==> config.mk <==
export PLATFORM = sky130hd
export DESIGN_NAME = scan_decoder
export DESIGN_NICKNAME = d
export VERILOG_FILES = /design/src/rtl/scan_decoder.sv
export SDC_FILE = /design/constraint.sdc
export NUM_CORES = 1
export LEC_CHECK = 0
export CORE_MARGIN = 2
export CORE_UTILIZATION = 33
export CTS_CLUSTER_DIAMETER = 200
export DETAILED_ROUTE_END_ITERATION = 10
export PLACE_DENSITY = 0.61
export SLEW_MARGIN = 0
export SYNTH_ARGS = -nofsm -noshare
export SYNTH_HDL_FRONTEND = slang
export SYNTH_SLANG_ARGS = --single-unit
==> constraint.sdc <==
create_clock -name clk -period 11.1 [get_ports clk]
set_clock_uncertainty 0.15 [all_clocks]
set_input_delay 3.33 -clock clk [delete_from_list [all_inputs] [get_ports clk]]
set_output_delay 3.33 -clock clk [all_outputs]
set_load 0.03 [all_outputs]
==> src/rtl/scan_decoder.sv <==
// Registered N-way active-low decoder with 138-style enables
// and a prescaled scan sequencer that skips masked channels.
module scan_decoder #(
    parameter int SEL_W = 3,
    parameter int DIV_W = 16
) (
    input  logic                 clk,
    input  logic                 rst,
    input  logic                 e1_n,
    input  logic                 e2_n,
    input  logic                 e3,
    input  logic                 mode,
    input  logic [SEL_W-1:0]     a,
    input  logic [DIV_W-1:0]     div,
    input  logic [(1<<SEL_W)-1:0] mask,
    output logic [(1<<SEL_W)-1:0] y_n,
    output logic [SEL_W-1:0]     sel,
    output logic                 tick
);

    localparam int N = 1 << SEL_W;

    logic             en;
    logic             step;
    logic             found;
    logic [SEL_W-1:0] nxt;
    logic [SEL_W-1:0] idx;
    logic [DIV_W-1:0] cnt;

    function automatic logic [N-1:0] dec_n(input logic [SEL_W-1:0] s);
        return ~(N'(1) << s);
    endfunction

    assign en   = e3 & ~e1_n & ~e2_n;
    assign step = (cnt >= div);

    // Search sel+1 .. sel+N; the last candidate is sel itself.
    always_comb begin
        nxt   = sel;
        found = 1'b0;
        idx   = sel;
        for (int k = 1; k <= N; k++) begin
            idx = sel + SEL_W'(k);
            if (!found && mask[idx]) begin
                nxt   = idx;
                found = 1'b1;
            end
        end
    end

    always_ff @(posedge clk or posedge rst) begin
        if (rst) begin
            y_n  <= '1;
            sel  <= '0;
            cnt  <= '0;
            tick <= 1'b0;
        end else if (!en) begin
            y_n  <= '1;
            tick <= 1'b0;
        end else if (!mode) begin
            sel  <= a;
            y_n  <= dec_n(a);
            cnt  <= '0;
            tick <= 1'b0;
        end else if (step) begin
            cnt <= '0;
            if (found) begin
                sel  <= nxt;
                y_n  <= dec_n(nxt);
                tick <= 1'b1;
            end else begin
                y_n  <= '1;
                tick <= 1'b0;
            end
        end else begin
            cnt  <= cnt + 1'b1;
            tick <= 1'b0;
            y_n  <= mask[sel] ? dec_n(sel) : '1;
        end
    end

endmodule

Word-level counts from Yosys, hierarchy flattened
Cells that the tools add are included.
{"block": "totals", "word_cells": 94, "register_bits": 28, "output_inout_bits": 12}
{"block": "op_classes", "muxes": 46, "n_bitwise": 7, "eq_ne": 2, "n_shift": 3, "add_sub_neg": 8, "magnitude_cmp": 9, "n_reduce_logical": 15}
{"cell": "$mux W8", "n": 5}
{"cell": "$mux W3", "n": 11}
{"cell": "$lt A3 B4 Y1 const B", "n": 8}
{"cell": "$mux W16", "n": 2}
{"cell": "$bmux W1 S3", "n": 8}
{"cell": "$not A8 Y8", "n": 3}
{"cell": "$shl A1 B3 Y8 const A", "n": 3}
{"cell": "$mux W1", "n": 20}
{"cell": "$add A16 B1 Y16 const B", "n": 1}
{"cell": "$ge A16 B16 Y1", "n": 1}
{"cell": "$add A3 B3 Y3 const B", "n": 4}
{"cell": "$logic_and A1 B1 Y1", "n": 7}
{"cell": "$logic_not A1 Y1", "n": 7}
{"cell": "$add A3 B2 Y3 const B", "n": 2}
{"cell": "$ne A2 B1 Y1 const B", "n": 2}
{"cell": "$add A3 B1 Y3 const B", "n": 1}
{"cell": "$reduce_and A3 Y1", "n": 1}
{"cell": "$and A1 B1 Y1", "n": 2}
{"cell": "$not A1 Y1", "n": 2}

Depth between registers and ports, before layout
{"block": "logic_depth", "word_depth": 31, "mapped_depth": 13, "mapped_depth_nobuf": 10}

Worst setup path after synthesis
No wires, ideal clock.
{"block": "synth_path", "kind": "input to register", "start": "input mask[3]", "end": "register y_n[1]", "n_path_buf": 0, "stages": 8, "arrival_ns": 5.670, "setup_ns": 0.078, "slack_ns": 5.202, "path_cell_list": "mux4_1 -> mux2i_4 -> nor2b_2 -> or3b_1 -> a31oi_2 -> a211oi_2 -> or4b_1 -> a31o_1"}
{"block": "synth_between", "elab_chain_cells": 30}
{"element": "start, declared", "line": "15", "text": "input logic [(1<<SEL_W)-1:0] mask,"}
{"element": "$bmux W1 S3", "line": "44", "text": "if (!found && mask[idx]) begin"}
{"element": "$mux W1 (not written as such)", "line": "44"}
{"element": "$mux W1", "line": "44"}
{"element": "$logic_not A1 Y1", "line": "44"}
{"element": "$logic_and A1 B1 Y1", "line": "44"}
{"element": "$mux W1", "line": "44"}
{"element": "$logic_not A1 Y1", "line": "44"}
{"element": "$logic_and A1 B1 Y1", "line": "44"}
{"element": "[... 14 more ...]"}
{"element": "$logic_and A1 B1 Y1", "line": "44"}
{"element": "$mux W3", "line": "44"}
{"element": "$shl A1 B3 Y8", "line": "31", "text": "return ~(N'(1) << s);"}
{"element": "$not A8 Y8", "line": "31"}
{"element": "$mux W8", "line": "67", "text": "if (found) begin"}
{"element": "$mux W8 (*)", "line": "65", "text": "end else if (step) begin"}
{"element": "$mux W8 (*)", "line": "60", "text": "end else if (!mode) begin"}
{"element": "$mux W8 (*)", "line": "57", "text": "end else if (!en) begin"}
{"element": "end signal, assigned", "line": "62", "text": "y_n <= dec_n(a);"}
{"element": "end signal, assigned", "line": "69", "text": "y_n <= dec_n(nxt);"}
{"element": "end signal, assigned", "line": "78", "text": "y_n <= mask[sel] ? dec_n(sel) : '1;"}
{"element": "end, declared", "line": "16", "text": "output logic [(1<<SEL_W)-1:0] y_n,"}
Mark *: on every way between the ends. The rest lies on a longest branch, timed or not. The select of a mux whose other input is x is not followed.
A chain may end at the register's enable or synchronous reset.

Worst setup path in the final report
{"block": "layout_path", "start": "input mask[4]", "end": "register y_n[1]"}
The elaborated chain is that of the path after synthesis.

==> impl_metrics.csv <==
group,metric,value,unit
critical_path,required,11.15,ns
critical_path,startpoint_type,"input pin",
placed_design,place_ws,4.43,ns
sta,slew_viol_final,0,
grt,gr-usage-all-layers,0.152,
grt,grt.met1_usage,0.213,
die,die_w,97.3,um
die,start_util,0.334,
critical_path,crit_path_max_fanout,9,
yosys,ys_types,67,
placed_design,place_area,3410,sq um
placed_design,place_congestion,0.885,
critical_path,r2r_cells,9,
pwr,fin_total_pwr,819,uW
die,floorplan.die.height,97.3,um
critical_path,crit_path_end_kind,"flip-flop",
sta,finalSetupTns,0,ns
yosys,synth_area,2870,sq um
critical_path,rr_startpoint,"sel[1]$_DFFE_PP0P_",
finish,syn2layout_area_growth,21.1,%
pwr,ir_drop,0.121,mV
drt,dr.pass1.iters,5,
finish,final_area,3480,sq um
pwr,power.density,235,nW/um^2
yosys,synth_ff_type,"dfrtp_1",
sta,max-slew-margin-rel,0.192,
drt,drtIter0Drc,124,
grt,gr-usage-met3,0.0151,
sta,period_share,0.581,
clocking,cts_max_path_buffers,2,
drt,wirelength,7010,um
sta,max_freq,0.155,GHz
clocking,cts_resized,0,
pwr,p_leak,0.00147,uW
placed_design,dp_hpwl,5330,um
clocking,cts_sinks,28,
clocking,numCtsBuffers,3,
sta,setup_viol,0,
finish,fillerInstances,855,
sta,worst_pin_slew,1.21,ns
yosys,syn_inst,325,
critical_path,critical_path.startpoint,"mask[4]",
grt,gr-max-usage-layer,"met2",
grt,grt_antenna_before_repair,0,
critical_path,reg2reg_to,"y_n[1]$_DFF_PP1_",
grt,gr-total-overflow,0,
grt,grt_pass1_wl,12300,um
drt,post_drt_wl_per_cell,14.9,um
clocking,htreeDepth,1,
finish,ff_latch_area,711,sq um
drt,dr_total_vias,2610,
run_status,status,"complete, no violations",
critical_path,arrival,6.51,ns
yosys,synth_warnings,0,
critical_path,regToRegSetupSlack,6.30,ns
grt,grt_max_degree,29,
clocking,hold_buffers,0,
finish,multi_input_area,2000,sq um
grt,grt_pass1_vias,2530,
yosys,synth_area_per_cell,8.84,sq um
placed_design,port_buffers,44,
yosys,synth_edf_count,0,
job,cap_violations,0,
clocking,cts_root_buf,"clkbuf_8",
yosys,yosysSeqAreaShare,0.247,
sta,rsz0062_at_grt,"false",
drt,drc_errors,0,
worst_hold_path,hold_depth,2,
finish,final_nets,421,
worst_hold_path,hold_path_class,"reg2reg",
sta,fin_ws,4.65,ns
die,io_pins,45,
sta,hold_viol_final,0,
finish,fin_cells,471,
critical_path,worstSetupPathType,"in2reg",
clocking,clkSlewWorstSetupHoldPaths,0.09,ns
die,core_area,8590,sq um
finish,antenna_cells,0,
yosys,synth_nets,382,
clocking,clk_latency,0.28,ns
finish,drive_above_1_share,0.118,
yosys,async_reset_ff_frac,1.00,
clocking,cts_tree,"built",
placed_design,placed_cells,467,
grt,use_met2,0.253,
clocking,post-cts-setup-buffers,0,
worst_hold_path,hold_path_startpoint,"cnt[15]$_DFFE_PP0P_",
die,row_count,34,
die,dieArea,9470,sq um
drt,ant_nets,0,
sta,post-route-min-period,6.45,ns
drt,viasPerCell,5.54,
worst_hold_path,hold_end,"cnt[15]$_DFFE_PP0P_",
yosys,ys_ff_latch,28,
## stage by stage
stage | utilization | hold slack, ns
2_1_floorplan | - | 0.337
3_3_place_gp | 0.396 | 0.374
3_5_place_dp | 0.396 | 0.378
4_1_cts | 0.405 | 0.393
5_1_grt | 0.405 | 0.420
6_report | 0.405 | 0.388
## logic make-up (layout without fill, tap and decap cells)
| kind of cell | after synthesis | in the layout | share of synthesized area |
|---|---|---|---|
| adders and majority gates | 24 | 24 | 0.105 |
| and+or+nand+nor | 106 | 106 | 0.190 |
| buffers and inverters | 40 | 78 | 0.0575 |
| muxes | 33 | 33 | 0.166 |
| xor gates and xnor gates | 8 | 8 | 0.0270 |
| DFF | 28 | 28 | 0.247 |
| AOI/OAI and AO/OA | 86 | 86 | 0.208 |
## critical path, cell delays in order
cell and delay (ns):
clkdlybuf4s50_1 0.57, mux4_1 0.65, mux2i_1 0.43, nand4_1 0.28, or3_1 0.45, o21ai_2 0.13
or4b_1 0.47, a31o_1 0.22
## area by class of cell
cell class                 instances  share of cell area
multi-input combinational        257               0.574
sequential                        28               0.204
clock buffer                       3              0.0119
inverter                          27              0.0291
clock inverter                     1             0.00863
timing repair buffer              47               0.133
tap                              108              0.0388
## routing by layer
metal | wire [um] | vias up
li1 | - | 1284
met5 | 0 | -
met2 | 3300 | 80
met4 | 60 | 0
met1 | 3330 | 1242
met3 | 322 | 4
## layout by cell type, fill, tap and decap left out, types with 5 or more instances in the layout
cell / n
nand2_1: 41
o2111ai_1: 5
nor3_1: 6
o21ai_0: 33
clkdlybuf4s50_1: 44
nand3_1: 10
dfstp_2: 8
ha_1: 24
dfrtp_1: 20
mux2_2: 9
inv_1: 27
mux2i_1: 13
nor2_1: 10
mux4_2: 7
a21oi_1: 7
and3_1: 10
## flip-flops by register name (all words and copies together), names as in the netlist
name  flops
tick      1
cnt      16
y_n       8
sel       3
## power by group
part / internal, uW / switching, uW
Sequential: 111 / 26.4
Combinational: 259 / 343
Clock: 48.3 / 31.6
Total: 418 / 401
## cell usage after synthesis (all sizes together) (4+ instances only)
cell	n	area share
nand2	41	0.054
o21ai	34	0.061
inv	27	0.035
ha	24	0.10
dfrtp	20	0.17
mux2i	14	0.053
nor2	11	0.015
and3	10	0.022
mux2	10	0.039
nand3	10	0.017
mux4	9	0.073
dfstp	8	0.073
a21oi	7	0.012
buf	7	0.014
clkbuf	6	0.0078
nor3	6	0.010
a31oi	5	0.013
o2111ai	5	0.015
xor2	5	0.018
a211oi	4	0.012
a21o	4	0.010
and2	4	0.0087
nand2b	4	0.0087
o21a	4	0.010
## worst max-delay path by stage
stage,endpoint
finish,y_n[1]$_DFF_PP1_
global route,y_n[1]$_DFF_PP1_
CTS,y_n[1]$_DFF_PP1_
detailed placement,y_n[1]$_DFF_PP1_
global placement,y_n[1]$_DFF_PP1_
floorplan,y_n[1]$_DFF_PP1_
Power figures use the tool's default switching activity.
